## src/rtl/cascade_down_counter.sv

```systemverilog
// Loadable, cascadable binary down-counter with borrow-out, terminal-count pulse and sticky underflow.
// Optional auto-reload on underflow: define CASCADE_DOWN_COUNTER_AUTO_RELOAD_EN.
module cascade_down_counter #(
  parameter int unsigned      WIDTH       = 8,
  parameter logic [WIDTH-1:0] RESET_VALUE = {WIDTH{1'b0}}
) (
  input  logic             clk,
  input  logic             rst,
  input  logic             ld,
  input  logic [WIDTH-1:0] ld_data,
  input  logic             en,
  input  logic             inh,
  input  logic             bin,
  output logic [WIDTH-1:0] q,
  output logic             zero,
  output logic             bout,
  output logic             tc_pulse,
  output logic             uflow
);

  localparam logic [WIDTH-1:0] CNT_ONE  = {{(WIDTH-1){1'b0}}, 1'b1};
  localparam logic [WIDTH-1:0] ALL_ONES = {WIDTH{1'b1}};

  logic [WIDTH-1:0] cnt_q, cnt_d;
  logic [WIDTH-1:0] wrap_val_s;
  logic             tc_q, tc_d;
  logic             uflow_q, uflow_d;
  logic             cnt_act_s;
  logic             at_zero_s;

  assign cnt_act_s = en & ~inh & bin;
  assign at_zero_s = (cnt_q == {WIDTH{1'b0}});

`ifdef CASCADE_DOWN_COUNTER_AUTO_RELOAD_EN
  logic [WIDTH-1:0] rl_q, rl_d;

  // reload register tracks the last loaded value
  always_comb begin
    rl_d = rl_q;
    if (ld) begin
      rl_d = ld_data;
    end else begin
      rl_d = rl_q;
    end
  end

  // reload register state
  always_ff @(posedge clk or posedge rst) begin
    if (rst) begin
      rl_q <= RESET_VALUE;
    end else begin
      rl_q <= rl_d;
    end
  end

  assign wrap_val_s = rl_q;
`else
  assign wrap_val_s = ALL_ONES;
`endif

  // next-state: load beats count beats hold; a count at zero is an underflow
  always_comb begin
    cnt_d   = cnt_q;
    tc_d    = 1'b0;
    uflow_d = uflow_q;
    if (ld) begin
      cnt_d   = ld_data;
      uflow_d = 1'b0;
      tc_d    = 1'b0;
    end else if (cnt_act_s) begin
      if (at_zero_s) begin
        cnt_d   = wrap_val_s;
        uflow_d = 1'b1;
        tc_d    = 1'b1;
      end else begin
        cnt_d   = cnt_q - CNT_ONE;
        uflow_d = uflow_q;
        tc_d    = 1'b0;
      end
    end else begin
      cnt_d   = cnt_q;
      uflow_d = uflow_q;
      tc_d    = 1'b0;
    end
  end

  // counter, pulse and flag state
  always_ff @(posedge clk or posedge rst) begin
    if (rst) begin
      cnt_q   <= RESET_VALUE;
      tc_q    <= 1'b0;
      uflow_q <= 1'b0;
    end else begin
      cnt_q   <= cnt_d;
      tc_q    <= tc_d;
      uflow_q <= uflow_d;
    end
  end

  // borrow-out is combinational so a chain ripples within one cycle
  assign bout     = cnt_act_s & at_zero_s;
  assign zero     = at_zero_s;
  assign q        = cnt_q;
  assign tc_pulse = tc_q;
  assign uflow    = uflow_q;

endmodule

```

## config.mk

```make
export PLATFORM = sky130hd
export DESIGN_NAME = cascade_down_counter
export DESIGN_NICKNAME = d
export VERILOG_FILES = /design/src/rtl/cascade_down_counter.sv
export SDC_FILE = /design/constraint.sdc
export NUM_CORES = 1
export LEC_CHECK = 0
export ABC_AREA = 1
export CORE_ASPECT_RATIO = 0.9
export CORE_UTILIZATION = 40
export CTS_BUF_LIST = sky130_fd_sc_hd__clkbuf_4 sky130_fd_sc_hd__clkbuf_8
export CTS_CLUSTER_SIZE = 14
export DETAILED_ROUTE_END_ITERATION = 6
export PLACE_DENSITY = 0.73
export SYNTH_ARGS = -nofsm -noshare
export SYNTH_HDL_FRONTEND = slang
export SYNTH_SLANG_ARGS = --single-unit
```

## constraint.sdc

```tcl
create_clock -name clk -period 2.1 [get_ports clk]
set_input_delay 0.63 -clock clk [delete_from_list [all_inputs] [get_ports clk]]
set_output_delay 0.63 -clock clk [all_outputs]
set_load 0.02 [all_outputs]
```

==> metrics.md, run 1 <==
| Metric | Value |
|---|---|
| Root buf cell | `clkbuf_4` |
| IO buf count | `25` |
| Post-synthesis average cell area | `7.21 µm²` |
| Slew Limit Fails | `0` |
| Fin nets | `158` |
| Routability congestion estimate | `0.778` |
| Fin cells | `165` |
| Std cell rows | `14` |
| Total CTS buffers | `3` |
| Crit path capture | `bout` |
| Hold Crit Start | `uflow` |
| Arrival time worst endpoint | `1.42 ns` |
| Pin count of the biggest net entering global routing | `11` |
| Dpl hpwl | `1370 µm` |
| Clock slew at reported path FFs | `0.07 ns` |
| Share of layout cells above drive strength 1 | `27.0%` |
| Type of the worst setup path | `input port to output pin` |
| I/O pin total | `26` |
| Post-DP Area | `0.00108 mm²` |
| Netlist Area Pre-Place | `707 µm²` |
| Leakage Power | `0.562 nW` |
| Total number of vias | `764` |
| Worst Setup End Kind | `output pin` |
| Worst Skew | `0.0104 ns` |
| Slew @ Worst Pin | `0.410 ns` |
| CTS tree | `yes` |
| # setup viols final | `0` |
| Setup crit start | `inh` |
| Post-Place Worst Slack | `-0.471 ns` |
| Setup TNS | `0 ns` |
| Initial core utilization | `42.5%` |
| Cells on worst reg2reg path | `9` |
| Chip Height | `41.9 µm` |
| # DRC | `0` |
| Crit path launch type | `input port` |
| Final hold violation count | `0` |
| Post-synthesis sequential area ratio | `35.4%` |
| Core area | `0.00166 mm²` |
| CP required | `1.47 ns` |
| Peak supply drop | `0.430 mV` |
| Reg2Reg Setup Slack | `0.71 ns` |
| Die area | `0.00194 mm²` |
| Pwr dens | `663 mW/mm²` |
| Clk_lat worst skew | `0.27 ns` |
| H-tree depth | `1` |
| N_diodes | `0` |
| Antenna violations before repair | `0` |
| Tmin final | `2.05 ns` |
| Die W | `46.3 µm` |
| Number of flops mapped to enable cells by yosys | `0` |
| Outcome | `finished clean` |
| Final Instance Area | `0.00114 mm²` |
| Syn-to-layout area delta | `61.6%` |
| Warnings from Yosys | `0` |
| Netlist cell types | `22` |
| Post-Syn Instances | `98` |
| Main synth FF type | `dfrtp_1` |
| Post-route ant nets | `0` |
| Final WL | `1810 µm` |
| Flops & latches, synth | `10` |
| Vias in the first global route | `724` |
| First-pass GRT wire length | `2860 µm` |
| Worst Path Max Fanout | `2` |
| Mapped Nets | `114` |
| Drt wl/cell | `11.0 µm` |
| Initial DRC Count | `7` |
| Hold crit path type | `flip-flop to flip-flop` |
| CTS max path bufs | `2` |
| Synth async-reset ratio | `100%` |
| Max Clk Rate | `487 MHz` |
| R2R Path End | `q[5]` |
| Clk sinks | `10` |
| Reg2reg start | `q[0]` |
| Final period util | `97.7%` |
| Vias/cell | `4.63` |
| Max-slew headroom | `72.7%` |
| Setup ws final | `0.0480 ns` |
| Placed insts | `160` |
| Pre-antenna DRT Iters | `5` |
| GRT Residual Overflow | `0` |
| GRT Overall Usage | `20.1%` |
| Max cap viols | `0` |
-- where the power goes --
group | internal (mW) | switching, mW | leakage, nW
sequential | 0.217 | 0.0213 | 0.123
combinational | 0.164 | 0.175 | 0.418
clock | 0.105 | 0.0756 | 0.0210
total | 0.486 | 0.271 | 0.562
-- cell usage in the layout (no fill, tap or decap), types with 3 or more instances in the layout --
| cell type | netlist | layout |
|---|---|---|
| buf_4 | 0 | 14 |
| clkbuf_4 | 0 | 3 |
| clkdlybuf4s50_1 | 0 | 20 |
| dfrtp_1 | 10 | 10 |
| inv_1 | 12 | 9 |
| inv_2 | 1 | 4 |
| nand2_1 | 27 | 27 |
| nand3_1 | 7 | 6 |
| nor2_1 | 18 | 18 |
| nor2_4 | 4 | 4 |
-- metrics by stage --
stage                     power, mW  util [%]  hold slack [ns]
after CTS                     0.746      67.1            0.542
after floorplan               0.413         -            0.470
final                         0.758      68.6            0.537
after global placement        0.560      65.2            0.518
after global routing          0.809      68.6            0.580
after detailed placement      0.569      65.2            0.523
-- layer usage --
metal / up-vias / track usage [%] / part of all wire, %
met4: 0 / 1.76 / 0
met2: 18 / 33.9 / 51
li1: 393 / - / -
met1: 353 / 26.4 / 46
met3: 0 / 4.78 / 3.5
met5: - / 0 / 0
-- worst max-delay path, cell delays in order --
cell	delay, ns
clkdlybuf4s50_1	0.39
inv_1	0.11
nand4_4	0.12
inv_2	0.07
buf_6	0.10
-- cell families after synthesis --
kind of cell,after synthesis,synth area share (%)
XOR/XNOR,1,1.24
buffers and inverters,14,7.79
adder cells (fa/ha/maj),2,3.54
flip-flops,10,35.4
AO/OA/AOI/OAI,9,8.50
AND/OR/NAND/NOR,62,43.5
-- layout make-up --
class / count / area [µm²]
Timing Repair Buffer: 39 / 352
Sequential cell: 10 / 250
Inverter: 14 / 55.1
Fill cell: 152 / 522
Multi-Input combinational cell: 74 / 419
Tap cell: 24 / 30.0
Clock buffer: 4 / 36.3
-- sequential cells by signal, indices dropped and copies added (netlist names) --
name / cells
tc_pulse: 1
q: 8
uflow: 1
-- worst min path at each step --
| stage | endpoint | slack [ns] | cells after the start |
|---|---|---|---|
| floorplan | q[0] | 0.47 | 1 |
| global placement | uflow | 0.52 | 2 |
| detailed placement | uflow | 0.52 | 2 |
| CTS | uflow | 0.54 | 2 |
| global route | uflow | 0.58 | 2 |
| finish | uflow | 0.54 | 2 |
-- timing repair --
action	in CTS	in global routing
resized for setup	10	9
hold buffers	0	0
endpoints found under the setup margin	2	2
setup buffers	0	1
pin swaps	1	1
-- cell usage after synthesis (2+ instances only) --
cell	number	area, µm²
dfrtp_1	10	250
ha_1	2	25.0
inv_1	12	45.0
nand2_1	27	101
nand2_2	2	12.5
nand3_1	7	35.0
nor2_1	18	67.6
nor2_4	4	45.0
o21ai_0	2	10.0
o21ai_2	2	17.5
No activity file was read; power rests on OpenSTA's default activity.
==> run 2: changes to the inputs <==
GPL_ROUTABILITY_DRIVEN = 0   (was not set)
HOLD_SLACK_MARGIN = 0.03   (was not set)
==> results of run 2 <==
No change in the layout: final DEF, timing and power equal those of run 1.
==> run 3: changes to the inputs <==
--- a/config.mk
+++ b/config.mk
@@ -9,5 +9,5 @@
 export CORE_ASPECT_RATIO = 0.9
 export CORE_UTILIZATION = 40
-export CTS_BUF_LIST = sky130_fd_sc_hd__clkbuf_4 sky130_fd_sc_hd__clkbuf_8
+export CTS_BUF_LIST = sky130_fd_sc_hd__clkbuf_2 sky130_fd_sc_hd__clkbuf_4 sky130_fd_sc_hd__clkbuf_8
 export CTS_CLUSTER_SIZE = 14
 export DETAILED_ROUTE_END_ITERATION = 6
==> constraint.sdc (replaced) <==
create_clock -name clk -period 2.1 [get_ports clk]
set_input_delay 0.315 -clock clk [delete_from_list [all_inputs] [get_ports clk]]
set_output_delay 0.315 -clock clk [all_outputs]
set_load 0.02 [all_outputs]
==> metrics.md, run 3 (synthesized netlist as in run 1, its figures left out) <==
| Metric | Value |
|---|---|
| Outcome | `finished clean (unchanged)` |
| N_diodes | `0 (unchanged)` |
| Clk_lat worst skew | `0.27 ns (about the same)` |
| Dpl hpwl | `1220 µm (was 1370 µm)` |
| Worst Path Max Fanout | `3 (was 2)` |
| Hold crit path type | `input port to asynchronous set/reset pin (was flip-flop to flip-flop)` |
| Syn-to-layout area delta | `47.1% (was 61.6%)` |
| Pwr dens | `683 mW/mm² (was 663 mW/mm²)` |
| Leakage Power | `0.502 nW (was 0.562 nW)` |
| CTS tree | `yes (unchanged)` |
| Commonest non-fill, non-tap cell in the layout | `nand2_1 (unchanged)` |
| Sequential share of power | `35.3% (was 31.5%)` |
| Type of the worst setup path | `flip-flop to output pin (was input port to output pin)` |
| Post-CTS Resized | `2 (was 10)` |
| Pre-antenna DRT Iters | `4 (was 5)` |
| # setup viols final | `0 (unchanged)` |
| Root buf cell | `clkbuf_4 (unchanged)` |
| GRT Overall Usage | `19.1% (was 20.1%)` |
| Clock slew at reported path FFs | `0.08 ns (was 0.07 ns)` |
| Post-route ant nets | `0 (unchanged)` |
| Setup TNS | `0 ns (unchanged)` |
| Final WL | `1620 µm (was 1810 µm)` |
| Max cap viols | `0 (unchanged)` |
| Setup bufs post-CTS | `0 (unchanged)` |
| Post-DP Area | `0.00101 mm² (was 0.00108 mm²)` |
| Drt wl/cell | `10.5 µm (was 11.0 µm)` |
| Worst Setup End Kind | `output pin (unchanged)` |
| Initial DRC Count | `16 (was 7)` |
| Final period util | `90.5% (was 97.7%)` |
| Most frequent cells in the layout | `27 x nand2_1, 23 x clkdlybuf4s50_1, 18 x nor2_1 (was 27 x nand2_1, 20 x clkdlybuf4s50_1, 18 x nor2_1)` |
| Tmin final | `1.90 ns (was 2.05 ns)` |
| Antenna violations before repair | `0 (unchanged)` |
| Total power | `0.711 mW (was 0.758 mW)` |
| GRT Residual Overflow | `0 (unchanged)` |
| CTS max path bufs | `2 (unchanged)` |
| Initial core utilization | `42.5% (unchanged)` |
| Net Sw Frac | `36.4% (was 35.8%)` |
| Crit path launch type | `flip-flop (was input port)` |
| Final hold violation count | `0 (unchanged)` |
| Arrival time worst endpoint | `1.59 ns (was 1.42 ns)` |
| Total number of vias | `707 (was 764)` |
| CP required | `1.78 ns (was 1.47 ns)` |
| Die W | `46.3 µm (unchanged)` |
| Unrepaired setup endpoints after global routing | `false` |
| P_sw | `0.259 mW (was 0.271 mW)` |
| Filler instances | `154 (was 152)` |
| Total CTS buffers | `3 (unchanged)` |
| Max FFs per register | `8 (unchanged)` |
| Max-slew headroom | `72.1% (was 72.7%)` |
| I/O pin total | `26 (unchanged)` |
| IO buf count | `25 (unchanged)` |
| # DRC | `0 (unchanged)` |
| Chip Height | `41.9 µm (unchanged)` |
| Pin count of the biggest net entering global routing | `11 (unchanged)` |
| Hold_buf cts | `0 (unchanged)` |
| Final Instance Area | `0.00104 mm² (was 0.00114 mm²)` |
| Std cell rows | `14 (unchanged)` |
| Peak supply drop | `0.394 mV (was 0.430 mV)` |
| Slew @ Worst Pin | `0.418 ns (was 0.410 ns)` |
| H-tree depth | `1 (unchanged)` |
| Max Clk Rate | `526 MHz (was 487 MHz)` |
| Fin nets | `147 (was 158)` |
| First-pass GRT wire length | `2730 µm (was 2860 µm)` |
| Comb pwr share | `39.0% (was 44.7%)` |
| Clock power frac | `25.8% (was 23.9%)` |
| Slew Limit Fails | `0 (unchanged)` |
| Vias/cell | `4.59 (was 4.63)` |
| Clk sinks | `10 (unchanged)` |
| Share of layout cells above drive strength 1 | `16.2% (was 27.0%)` |
| Pint | `0.452 mW (was 0.486 mW)` |
| Vias in the first global route | `653 (was 724)` |
| Die area | `0.00194 mm² (unchanged)` |
| Core area | `0.00166 mm² (unchanged)` |
| Worst Skew | `0.00347 ns (was 0.0104 ns)` |
## run 3: cell types whose count changed in the layout (fill, tap and decap cells not counted), sizes merged
| cell | delta |
|---|---|
| dlymetal6s2s | -1 |
| clkbuf | +1 |
| clkdlybuf4s50 | +3 |
| buf | -13 |
| dlygate4sd2 | -1 |
## run 3: final cells by class
| type | count | area (µm²) | area share [%] |
|---|---|---|---|
| Tap cell | 24 | 30.0 | 2.89 |
| Timing Repair Buffer | 28 | 267 | 25.6 |
| Sequential cell | 10 | 250 | 24.1 |
| Clock buffer | 4 | 36.3 | 3.49 |
| Multi-Input combinational cell | 74 | 402 | 38.6 |
| Inverter | 14 | 55.1 | 5.29 |
## run 3: through the flow
stage | setup slack, ns | std cells | utilization (%) | hold slack (ns)
4_1_cts | 0.0492 | 154 | 62.7 | 0.352
5_1_grt | 0.0937 | 154 | 62.5 | 0.378
3_5_place_dp | 0.0910 | 150 | 60.7 | 0.518
2_1_floorplan | 0.406 | 98 | - | 0.155
6_report | 0.199 | 154 | 62.5 | 0.333
3_3_place_gp | 0.129 | 150 | 60.7 | 0.526
## run 3: power by group through the flow
stage	Clock [mW]	Combinational (mW)	Sequential, mW
after floorplan	0	0.130	0.283
after global placement	0	0.274	0.252
after detailed placement	0	0.278	0.255
after CTS	0.184	0.279	0.251
after global routing	0.192	0.305	0.255
final	0.183	0.277	0.251
## run 3: path summary, 6_finish.rpt
path,startpoint,slack [ns],end,cells past startpoint
setup / recovery,q[1],0.20,zero,5
hold / removal,rst,0.33,q[2],2
setup reg to reg,q[1],0.76,q[7],8
hold reg to reg,uflow,0.53,uflow,2
max in group asynchronous,rst,1.48,q[4],2
min in group clk,uflow,0.53,uflow,2
## run 3: worst max-delay path, stage by stage (launching register included)
cell and delay, ns:
dfrtp_1 0.40, inv_1 0.10, ha_1 0.14, nand3_1 0.12, nor2_4 0.19, dlygate4sd2_1 0.36
## run 3: per-layer routing
metal / up-vias / wire [µm] / global-route usage (%)
li1: 372 / - / -
met1: 311 / 789 / 26.5
met2: 21 / 729 / 29.4
met3: 3 / 73 / 3.91
met4: 0 / 22 / 5.29
met5: - / 0 / 0
